`src/rtl/tlc_pkg.sv`:
```
// Shared state encoding, lamp bundle and default timing for the traffic light controller.
// TRAFFIC_LIGHT_NIGHT_EN adds the NIGHT state.
package tlc_pkg;

  localparam int unsigned DEF_TICK_DIV = 100000000;
  localparam int unsigned DEF_T_BASE   = 6;
  localparam int unsigned DEF_T_EXT    = 3;
  localparam int unsigned DEF_T_YEL    = 2;
  localparam int unsigned DEF_T_WALK   = 3;
  localparam int unsigned DEF_TW       = 4;

  typedef enum logic [2:0] {
    MAIN_G,
    MAIN_Y,
    WALK,
    SIDE_G,
    SIDE_Y
`ifdef TRAFFIC_LIGHT_NIGHT_EN
    , NIGHT
`endif
  } state_t;

  typedef struct packed {
    logic main_r;
    logic main_y;
    logic main_g;
    logic side_r;
    logic side_y;
    logic side_g;
    logic walk_lamp;
  } lamps_t;

endpackage

```
`src/rtl/tlc_tick_gen.sv`:
```
// Prescaler: one-cycle tick every TICK_DIV clocks, realigned to zero by restart.
module tlc_tick_gen #(
  parameter int unsigned TICK_DIV = 100000000
) (
  input  logic clock,
  input  logic reset,
  input  logic restart,
  output logic tick
);

  localparam int unsigned CW = (TICK_DIV > 1) ? $clog2(TICK_DIV) : 1;

  logic [CW-1:0] cnt;

  assign tick = (cnt == CW'(TICK_DIV - 1));

  always_ff @(posedge clock) begin
    if (reset || restart || tick) cnt <= '0;
    else                          cnt <= cnt + CW'(1);
  end

endmodule

```
`src/rtl/traffic_light_ctrl.sv`:
```
// Two-road traffic light controller with pedestrian walk phase and one-shot green extension.
// Defining TRAFFIC_LIGHT_NIGHT_EN adds the night input and the flashing NIGHT state.
module traffic_light_ctrl
  import tlc_pkg::*;
#(
  parameter int unsigned TICK_DIV = DEF_TICK_DIV,
  parameter int unsigned T_BASE   = DEF_T_BASE,
  parameter int unsigned T_EXT    = DEF_T_EXT,
  parameter int unsigned T_YEL    = DEF_T_YEL,
  parameter int unsigned T_WALK   = DEF_T_WALK,
  parameter int unsigned TW       = DEF_TW
) (
  input  logic          clock,
  input  logic          reset,
  input  logic          walk,
  input  logic          sensor,
`ifdef TRAFFIC_LIGHT_NIGHT_EN
  input  logic          night,
`endif
  output logic          main_r,
  output logic          main_y,
  output logic          main_g,
  output logic          side_r,
  output logic          side_y,
  output logic          side_g,
  output logic          walk_lamp,
  output logic [TW-1:0] sec_left
);

  state_t        state, state_n;
  lamps_t        lamps, lamps_n;
  logic [TW-1:0] sec_n;
  logic          ext_flag, ext_n;
  logic          in_ext, in_ext_n;
  logic          walk_req, walk_req_n;
  logic          restart, tick, expire;

  tlc_tick_gen #(.TICK_DIV(TICK_DIV)) u_tick (
    .clock   (clock),
    .reset   (reset),
    .restart (restart),
    .tick    (tick)
  );

  function automatic logic [TW-1:0] phase_len(input state_t s);
    case (s)
      MAIN_G, SIDE_G: phase_len = TW'(T_BASE);
      MAIN_Y, SIDE_Y: phase_len = TW'(T_YEL);
      WALK:           phase_len = TW'(T_WALK);
      default:        phase_len = '0;
    endcase
  endfunction

  always_comb begin
    state_n    = state;
    sec_n      = sec_left;
    ext_n      = ext_flag;
    in_ext_n   = in_ext;
    walk_req_n = walk_req | walk;
    restart    = 1'b0;
    expire     = tick && (sec_left == TW'(1));
    if (tick && (sec_left != '0)) sec_n = sec_left - TW'(1);

    case (state)
      MAIN_G, SIDE_G: begin
        // sensor on the expiry cycle itself still earns the extension
        if (!in_ext && sensor) ext_n = 1'b1;
        if (expire) begin
          if (!in_ext && (ext_flag || sensor)) begin
            sec_n    = TW'(T_EXT);
            in_ext_n = 1'b1;
            restart  = 1'b1;
          end else begin
            state_n = (state == MAIN_G) ? MAIN_Y : SIDE_Y;
          end
        end
      end
      MAIN_Y: if (expire) state_n = walk_req ? WALK : SIDE_G;
      WALK:   if (expire) state_n = SIDE_G;
      SIDE_Y: if (expire) state_n = MAIN_G;
`ifdef TRAFFIC_LIGHT_NIGHT_EN
      NIGHT: begin
        sec_n = '0;
        if (!night) state_n = MAIN_G;
      end
`endif
      default: state_n = MAIN_G;
    endcase

`ifdef TRAFFIC_LIGHT_NIGHT_EN
    if (night) state_n = NIGHT;
`endif

    if (state_n != state) begin
      restart  = 1'b1;
      ext_n    = 1'b0;
      in_ext_n = 1'b0;
      sec_n    = phase_len(state_n);
      if (state_n == WALK) walk_req_n = 1'b0;
    end
  end

  always_comb begin
    lamps_n = '0;
    case (state_n)
      MAIN_G: begin lamps_n.main_g = 1'b1; lamps_n.side_r = 1'b1; end
      MAIN_Y: begin lamps_n.main_y = 1'b1; lamps_n.side_r = 1'b1; end
      WALK: begin
        lamps_n.main_r    = 1'b1;
        lamps_n.side_r    = 1'b1;
        lamps_n.walk_lamp = 1'b1;
      end
      SIDE_G: begin lamps_n.main_r = 1'b1; lamps_n.side_g = 1'b1; end
      SIDE_Y: begin lamps_n.main_r = 1'b1; lamps_n.side_y = 1'b1; end
`ifdef TRAFFIC_LIGHT_NIGHT_EN
      NIGHT: begin
        if (state != NIGHT) begin
          lamps_n.main_y = 1'b1;
          lamps_n.side_r = 1'b1;
        end else begin
          lamps_n.main_y = lamps.main_y ^ tick;
          lamps_n.side_r = lamps.side_r ^ tick;
        end
      end
`endif
      default: begin lamps_n.main_g = 1'b1; lamps_n.side_r = 1'b1; end
    endcase
  end

  always_ff @(posedge clock) begin
    if (reset) begin
      state    <= MAIN_G;
      sec_left <= TW'(T_BASE);
      ext_flag <= 1'b0;
      in_ext   <= 1'b0;
      walk_req <= 1'b0;
      lamps    <= '{main_g: 1'b1, side_r: 1'b1, default: 1'b0};
    end else begin
      state    <= state_n;
      sec_left <= sec_n;
      ext_flag <= ext_n;
      in_ext   <= in_ext_n;
      walk_req <= walk_req_n;
      lamps    <= lamps_n;
    end
  end

  assign main_r    = lamps.main_r;
  assign main_y    = lamps.main_y;
  assign main_g    = lamps.main_g;
  assign side_r    = lamps.side_r;
  assign side_y    = lamps.side_y;
  assign side_g    = lamps.side_g;
  assign walk_lamp = lamps.walk_lamp;

endmodule
```
`config.mk`:
```
export PLATFORM = sky130hd
export DESIGN_NAME = traffic_light_ctrl
export DESIGN_NICKNAME = d
export VERILOG_FILES = /design/src/rtl/tlc_pkg.sv /design/src/rtl/tlc_tick_gen.sv /design/src/rtl/traffic_light_ctrl.sv
export SDC_FILE = /design/constraint.sdc
export NUM_CORES = 1
export LEC_CHECK = 0
export BUFFER_PORTS_ARGS = -buffer_cell sky130_fd_sc_hd__buf_2
export CAP_MARGIN = 10
export CORE_MARGIN = 5
export CORE_UTILIZATION = 63
export DETAILED_ROUTE_END_ITERATION = 12
export PLACE_DENSITY = 0.93
export SKIP_LAST_GASP = 1
export SYNTH_ARGS = -nofsm -noshare
export SYNTH_HDL_FRONTEND = slang
export SYNTH_SLANG_ARGS = --single-unit
```
`constraint.sdc`:
```
create_clock -name clock -period 3.25 [get_ports clock]
set_input_delay 0.4875 -clock clock [delete_from_list [all_inputs] [get_ports clock]]
set_output_delay 0.4875 -clock clock [all_outputs]
set_load 0.1 [all_outputs]
```
==> results of run 1 <==
## Yosys cell counts, drive strengths merged
library cell and number:
nor2 44, or2 3, and4 4, mux2i 2, a311oi 1, a31oi 2, o211a 1, o32a 1
and3 2, and2 3, xor2 13, buf 4, o21ai 8, a41o 1, o211ai 3, nand4 7
a22oi 1, nand2 17, a211oi 2, and2b 1, nor4 4, nand3 16, inv 9, dfxtp 44
xnor2 12, a21oi 12, ha 3, o221ai 1, clkbuf 6, a41oi 1, or4b 2, nor2b 2
o21bai 1, nor3 4, o21ba 1
## worst max-delay path: stages, from the launching register on
cell and delay, ns:
dfxtp_1 0.39, ha_1 0.20, nand3_1 0.23, nor4_4 0.54, nand3_1 0.22, o221ai_2 0.31, or2_1 0.15, buf_4 0.25
nor2_1 0.08
## power breakdown
part | switching (uW) | leakage, uW | total (uW) | internal, uW
registers | 4.37 | 0.000356 | 549 | 544
clock network | 171 | 0.0000412 | 331 | 160
logic | 17.0 | 0.000470 | 27.2 | 10.2
## layout make-up
class | count | area [um2] | area share, %
clock buffers | 5 | 37.54 | 1.710
repair buffers | 15 | 77.57 | 3.535
inverters | 9 | 33.78 | 1.539
well taps | 44 | 55.05 | 2.509
multi-input cells | 175 | 1067 | 48.63
clock inverters | 3 | 42.54 | 1.938
flip-flops and latches | 44 | 880.8 | 40.14
## metal layers
metal	up-vias	routed length, um	track usage, %	share of wire, %
met4	0	68	8.354	1.8
met1	753	1684	22.28	45
met3	8	161	5.565	4.3
met2	37	1807	32.05	49
li1	845	-	-	-
met5	-	0	0	0
## kinds of logic after synthesis
logic type / Yosys count
buffers and inverters: 19
flip-flops: 44
AND/OR/NAND/NOR: 109
multiplexers: 2
adder cells (fa/ha/maj): 3
AO/OA/AOI/OAI: 36
XOR/XNOR: 25
## worst min path at each step
stage                       start             to  slack [ns]  cells past startpoint
global route                reset         side_y        0.35                      2
global placement    u_tick.cnt[0]  u_tick.cnt[0]        0.44                      1
CTS                         reset       walk_req        0.34                      2
floorplan           u_tick.cnt[0]  u_tick.cnt[0]        0.43                      1
finish                      reset         side_y        0.35                      2
detailed placement  u_tick.cnt[0]  u_tick.cnt[0]        0.45                      1
## state kept, by name (all words and copies together) (netlist names)
| name | cells |
|---|---|
| u_tick.cnt | 27 |
| walk_lamp | 1 |
| main_r | 1 |
| walk_req | 1 |
| side_r | 1 |
| side_g | 1 |
| main_g | 1 |
| ext_flag | 1 |
| in_ext | 1 |
| state | 3 |
| sec_left | 4 |
| main_y | 1 |
| side_y | 1 |
## stage by stage
| step | area [um2] | utilization, % |
|---|---|---|
| 2_1_floorplan | 2039 | - |
| 3_3_place_gp | 2115 | 68.70 |
| 3_5_place_dp | 2115 | 68.70 |
| 4_1_cts | 2195 | 71.30 |
| 5_1_grt | 2195 | 71.30 |
| 6_report | 2195 | 71.30 |
==> results.toml, run 1 <==
[logic_synthesis]
yosysSeqAreaShare_pct = 43.19
yosysTopAreaCell = "dfxtp_1"
yosys.area.top_type_share_pct = 43.19
synth_top_family_by_area = "simple AND/OR/NAND/NOR gates"
syn-num-nets = 245
synth-seq-cells = 44
yosys.area_share.simple_pct = 26.81
synth_area_mm2 = 0.002039
yosysWarnings = 0
syn-mean-instance-area_um2 = 8.569
synthCells = 238
synth.area.top_cells = "dfxtp_1 (43%), nor2_1 (8.1%), xor2_1 (5.6%)"
synth_xor_area_share_pct = 10.74
synth_compound_gate_area_share_pct = 11.96
synth-adder-area-share_pct = 1.840
synth.distinct_cells = 41
synthMuxAreaShare_pct = 0.9816

[floorplan]
pin_count = 15
die_area_mm2 = 0.004475
die_height_um = 66.90
core_area_mm2 = 0.003078
floorplan.initialDensity_pct = 66.26
die_w_um = 66.90
rows = 20

[placed_design]
dp.cells = 287
gp_congestion = 0.8538
portBuffers = 14
dp_hpwl_mm = 2.695
dpl_worst_slack_ns = 0.7883

[setup_path]
cp-end-kind = "flop"
r2r-end = "u_tick.cnt[14]"
crit_end = "u_tick.cnt[14]"
crit_start = "u_tick.cnt[0]"
critPathArrivalTime_ns = 2.74
cp_max_fo = 24
regToRegSetupSlack_ns = 0.76
reg2regPathDepth = 8
path_class = "flop to flop"
start_kind = "flop"
critPathRequiredTime_ns = 3.50
reg2reg_from = "u_tick.cnt[0]"

[clock_network]
numCtsBuffers = 5
cts_resized = 0
hold_buffers = 0
cts_max_path_buffers = 2
clkTransAtPathRegs_ns = 0.12
cts-root-buf = "clkbuf_4"
cts_setup_buffers = 0
cts_sinks = 44
cts_tree = "built"
htree_levels = 2
clk_latency_ns = 0.35

[sta]
slew_viol_final = 0
fin_crit_ns = 2.489
finalHoldViolCount = 0
tightest_slew_ns = 0.7295
clock_skew_ns = 0.004794
fmax_mhz = 401.8
finalSetupViolCount = 0
fin_ws_ns = 0.7614
fin_crit_sh_pct = 76.57
rsz0062_at_grt = "no"
whs_ns = 0.3484
relSlewSlack_pct = 50.92
timing.setup.tns_ns = 0

[detailed_routing]
routedWlPerCell_um = 12.62
via_per_inst = 5.569
drc = 0
firstDrtPassIters = 4
vias = 1643
drtIter0Drc = 114
postRouteAntennaNets = 0
totalWireLength_mm = 3.722

[layout]
finalNonFillerCells = 295
drive_gt1_share_pct = 12.35
nFillCells = 245
antenna_cells = 0
nNetsFinal = 257
synthToLayoutAreaGrowth_pct = 7.607
mostFrequentLayoutCells = "nor2_1 (44), dfxtp_1 (44), nand2_1 (17)"

[power]
vdd_drop_max_mv = 0.3239
power_uw = 907.1
p_leak_uw = 0.0008670
powerDensity_mw_per_mm2 = 413.3

[grt]
antenna_found_initial = 0
grt_pass1_vias = 1525
gr-total-overflow = 0
track_usage_pct = 19.06
grt_start_max_net_pins = 25
grt_pass1_wl_mm = 6.534

[job]
cap_violations = 0

[hold_path]
hold_class = "input port to flop"

[status]
status = "finished clean"
Power figures use the tool's default switching activity.
==> run 2: changes to the inputs <==
CORE_UTILIZATION = 59   (was 63)
PLACE_DENSITY = 0.88   (was 0.93)
clock period = 2.35 ns   (was 3.25 ns; I/O delays follow)
==> run 2 against run 1 <==
Effect of this change:
- final area up 2.8%
- critical endpoint is now sec_left[0]
- clock skew increased by 0.0035 ns
- via count up 1.7%
- clock-buffer cell count rose by 1
- first-iteration DRC count up 26%
- largest power group unchanged
- hold slack worse by 0.12 ns
==> results.toml, run 2 (synthesis results as in run 1) <==
[sta]
fmax_mhz = 449.8
tightest_slew_ns = 0.5396
slew_viol_final = 0
fin_ws_ns = 0.1268
clock_skew_ns = 0.008328
fin_crit_ns = 2.223
finalHoldViolCount = 0
finalSetupViolCount = 0
timing.setup.tns_ns = 0
fin_crit_sh_pct = 94.61
relSlewSlack_pct = 63.69
rsz0062_at_grt = "yes"

[setup_path]
critPathBufInv = 1
critPathArrivalTime_ns = 2.52
critPathRequiredTime_ns = 2.65
crit_start = "u_tick.cnt[17]"
cp_max_fo = 8
slowest_delay_ns = 0.57
cp-end-kind = "flop"
cp_num_cells = 7
reg2reg_from = "u_tick.cnt[17]"
start_kind = "flop"
path_class = "flop to flop"
reg2regPathDepth = 7
crit_top_cell = "o21ai_0"
crit_family = "simple AND/OR/NAND/NOR gates"
worst_path_max_delay_cell = "or4b_4"
crit_path_cell_trace = "or4b_4 > nor4_4 > buf_4 > and3_2 > o21ai_0 > o21ai_0 > mux2i_1"

[power]
power.switching_uw = 280.2
seqPwrFrac_pct = 63.5
intPower_uw = 915.3
powerDensity_mw_per_mm2 = 530.0
power_uw = 1196
p_leak_uw = 0.0008856
combPwrFrac_pct = 3.5
clockPowerShare_pct = 33.0
vdd_drop_max_mv = 0.4734
switching_share_pct = 23.44

[grt]
grt_start_max_net_pins = 25
grt_pass1_wl_mm = 6.651
gr-total-overflow = 0
grt_pass1_vias = 1594
met2_usage_pct = 32.90
antenna_found_initial = 0
grt-busiest-layer = "met2"
track_usage_pct = 18.57
grt_use_met3_pct = 4.052
use_met1_pct = 21.12

[layout]
reg_top3 = "u_tick.cnt (27), sec_left (4), state (3)"
fin_util_pct = 67.60
nFillCells = 272
antenna_cells = 0
multi_input_area_mm2 = 0.001077
nNetsFinal = 263
layout_commonest_cell = "nor2_1"
fin_area_mm2 = 0.002256
seqCellArea_um2 = 885.9
top_register = "u_tick.cnt"
largest_reg_flops = 27
drive_gt1_share_pct = 17.12
mostFrequentLayoutCells = "nor2_1 (44), dfxtp_1 (40), nand2_1 (17)"
synthToLayoutAreaGrowth_pct = 10.61

[detailed_routing]
totalWireLength_mm = 3.805
drtIter0Drc = 144
firstDrtPassIters = 4
drc = 0
vias = 1671
postRouteAntennaNets = 0
routedWlPerCell_um = 12.56
via_per_inst = 5.515

[clock_network]
cts_sinks = 44
cts_tree = "built"
cts_max_path_buffers = 2
clk_latency_ns = 0.36
htree_levels = 2
numCtsBuffers = 5
clkTransAtPathRegs_ns = 0.13
hold_buffers = 0
cts-root-buf = "clkbuf_4"

[floorplan]
core_area_mm2 = 0.003337
die_w_um = 68.80
floorplan.initialDensity_pct = 61.12
die_height_um = 68.80
pin_count = 15
rows = 21
die_area_mm2 = 0.004733

[hold_path]
hold_class = "input port to flop"
worstHoldStart = "reset"
whs_path_depth = 2

[placed_design]
gp_congestion = 0.8177
placed_area_mm2 = 0.002172
dp_hpwl_mm = 2.705
portBuffers = 14
dpl_worst_slack_ns = 0.09309

[job]
cap_violations = 0

[status]
status = "finished clean"
-- run 2: per-layer routing --
| metal | share of wire (%) | wire, um |
|---|---|---|
| met5 | 0 | 0 |
| met4 | 2.0 | 76 |
| met3 | 3.8 | 143 |
| met2 | 49 | 1878 |
| met1 | 45 | 1707 |
-- run 2: cell type report --
type                    count  area share [%]
repair buffers             21           5.990
clock buffers               6           2.274
inverters                   9           1.498
clock inverters             2          0.6656
flip-flops and latches     44           39.27
well taps                  46           2.551
multi-input cells         175           47.75
-- run 2: repair_timing --
item	CTS	global route
gates resized for setup	0	4
buffers inserted	0	1
setup endpoints to repair	0	30
-- run 2: path summary, 6_finish.rpt --
kind | endpoint | slack (ns)
worst max register to register | sec_left[0] | 0.13
worst min-delay path | side_y | 0.23
worst min register to register | in_ext | 0.49
worst max-delay path | sec_left[0] | 0.13
-- run 2: stage by stage --
stage	std cells	hold slack (ns)
6_report	303	0.2294
2_1_floorplan	238	0.4216
3_5_place_dp	294	0.4810
4_1_cts	302	0.2147
5_1_grt	303	0.2071
3_3_place_gp	294	0.4424
-- run 2: power groups by stage --
stage | Clock [uW] | Sequential [uW] | Combinational [uW]
2_1_floorplan | 0 | 774 | 30.3
3_3_place_gp | 0 | 775 | 40.0
3_5_place_dp | 0 | 775 | 41.2
4_1_cts | 407 | 759 | 41.5
5_1_grt | 447 | 760 | 47.2
6_report | 395 | 759 | 41.8
==> run 3: changes to the inputs <==
BUFFER_PORTS_ARGS = -buffer_cell sky130_fd_sc_hd__buf_4   (was -buffer_cell sky130_fd_sc_hd__buf_2)
==> run 3 against run 2 <==
Effect of this change:
- sequential cell count is the same
- total power shrank 2.5%
- sequential share of layout area shrank 0.73 points
- clock-buffer cell count shrank 1
- hold slack lost 0.052 ns
- largest power group unchanged
==> results.toml, run 3 (synthesis results as in run 1) <==
[sta]
timing.setup.tns_ns = 0
finalHoldViolCount = 0
fin_crit_sh_pct = 94.57
fmax_mhz = 450.0
tightest_slew_ns = 0.5364
clock_skew_ns = 0.01486
fin_ws_ns = 0.1277
slew_viol_final = 0
fin_crit_ns = 2.222
relSlewSlack_pct = 63.91
finalSetupViolCount = 0
rsz0062_at_grt = "no"

[hold_path]
hold_class = "input port to flop"

[floorplan]
pin_count = 15
rows = 21
die_w_um = 68.80
die_height_um = 68.80
core_area_mm2 = 0.003337
floorplan.initialDensity_pct = 61.12
die_area_mm2 = 0.004733

[detailed_routing]
routedWlPerCell_um = 12.96
drtIter0Drc = 228
postRouteAntennaNets = 0
drc = 0
vias = 1686
via_per_inst = 5.546
totalWireLength_mm = 3.940
firstDrtPassIters = 4

[grt]
track_usage_pct = 18.50
grt_pass1_vias = 1581
grt_pass1_wl_mm = 6.527
antenna_found_initial = 0
gr-total-overflow = 0
grt_start_max_net_pins = 25

[power]
powerDensity_mw_per_mm2 = 507.3
p_leak_uw = 0.0009039
vdd_drop_max_mv = 0.4268

[layout]
top_register = "u_tick.cnt"
antenna_cells = 0
synthToLayoutAreaGrowth_pct = 12.70
fin_util_pct = 68.88
nNetsFinal = 264
mostFrequentLayoutCells = "nor2_1 (44), dfxtp_1 (40), buf_4 (21)"
layout_commonest_cell = "nor2_1"
largest_reg_flops = 27
reg_top3 = "u_tick.cnt (27), sec_left (4), state (3)"
finalNonFillerCells = 304
drive_gt1_share_pct = 17.83

[setup_path]
start_kind = "flop"
cp_max_fo = 24
cp-end-kind = "flop"
crit_path_cell_trace = "or4b_4 > nor4_4 > buf_4 > buf_4 > and4_2 > or2_1 > buf_12 > nor2_1"
path_class = "flop to flop"
critPathRequiredTime_ns = 2.61
slowest_delay_ns = 0.56
worst_path_max_delay_cell = "or4b_4"
crit_family = "simple AND/OR/NAND/NOR gates"
crit_top_cell = "buf_4"
critPathBufInv = 3
critPathArrivalTime_ns = 2.48

[clock_network]
clkTransAtPathRegs_ns = 0.14
clk_latency_ns = 0.36
cts-root-buf = "clkbuf_4"
htree_levels = 2
hold_buffers = 0
numCtsBuffers = 5
cts_sinks = 44
cts_tree = "built"
cts_max_path_buffers = 2

[placed_design]
portBuffers = 14
dp.cells = 294
gp_congestion = 0.8341
dp_hpwl_mm = 2.816
dpl_worst_slack_ns = 0.1236

[status]
status = "finished clean"

[job]
cap_violations = 0
run 3: cell count changes in the layout (fill, tap and decap cells not counted):
cell,before,now
buf_4,6,21
buf_2,14,0
clkinv_2,0,2
clkinvlp_4,2,0
and2_1,2,3
and2_2,1,0
clkbuf_8,1,0
clkinv_4,0,1
nand3_1,16,15
nand3_2,0,1
nor4_1,3,2
nor4_2,0,1
run 3: cell type report:
cell class              count  area [um2]
multi-input cells         175        1087
fillers                   276        1039
flip-flops and latches     44       885.9
repair buffers             22       177.7
well taps                  46       57.56
clock buffers               5       37.54
inverters                   9       33.78
clock inverters             3       18.77
run 3: what timing repair did:
item,4_1_cts,5_1_grt
setup buffers,0,2
gates resized for setup,0,5
setup endpoints to repair,0,28
run 3: per-stage QoR:
stage	area (um2)	power [uW]	hold slack (ns)
2_1_floorplan	2044	804.2	0.4216
3_3_place_gp	2207	817.0	0.4411
3_5_place_dp	2207	818.7	0.4706
4_1_cts	2263	1177	0.1652
5_1_grt	2298	1213	0.1598
6_report	2298	1166	0.1771
run 3: path summary, 6_finish.rpt:
path | slack, ns | startpoint | endpoint | cells after the start
min reg2reg | 0.49 | u_tick.cnt[0] | u_tick.cnt[0] | 1
max | 0.13 | u_tick.cnt[17] | u_tick.cnt[20] | 8
max reg2reg | 0.13 | u_tick.cnt[17] | u_tick.cnt[20] | 8
min | 0.18 | reset | walk_req | 2
run 3: per-layer routing:
metal | vias up | part of all wire [%] | GRT usage (%)
met2 | 40 | 49 | 32.06
met3 | 9 | 5.3 | 4.862
met5 | - | 0 | 0
met1 | 782 | 44 | 21.55
li1 | 855 | - | -
met4 | 0 | 1.9 | 7.543
run 3: where the power goes:
group	switching [uW]	internal [uW]	leakage (uW)	total, uW
logic	24.9	18.9	0.000513	43.8
registers	6.10	753	0.000356	759
clock network	248	115	0.0000349	364
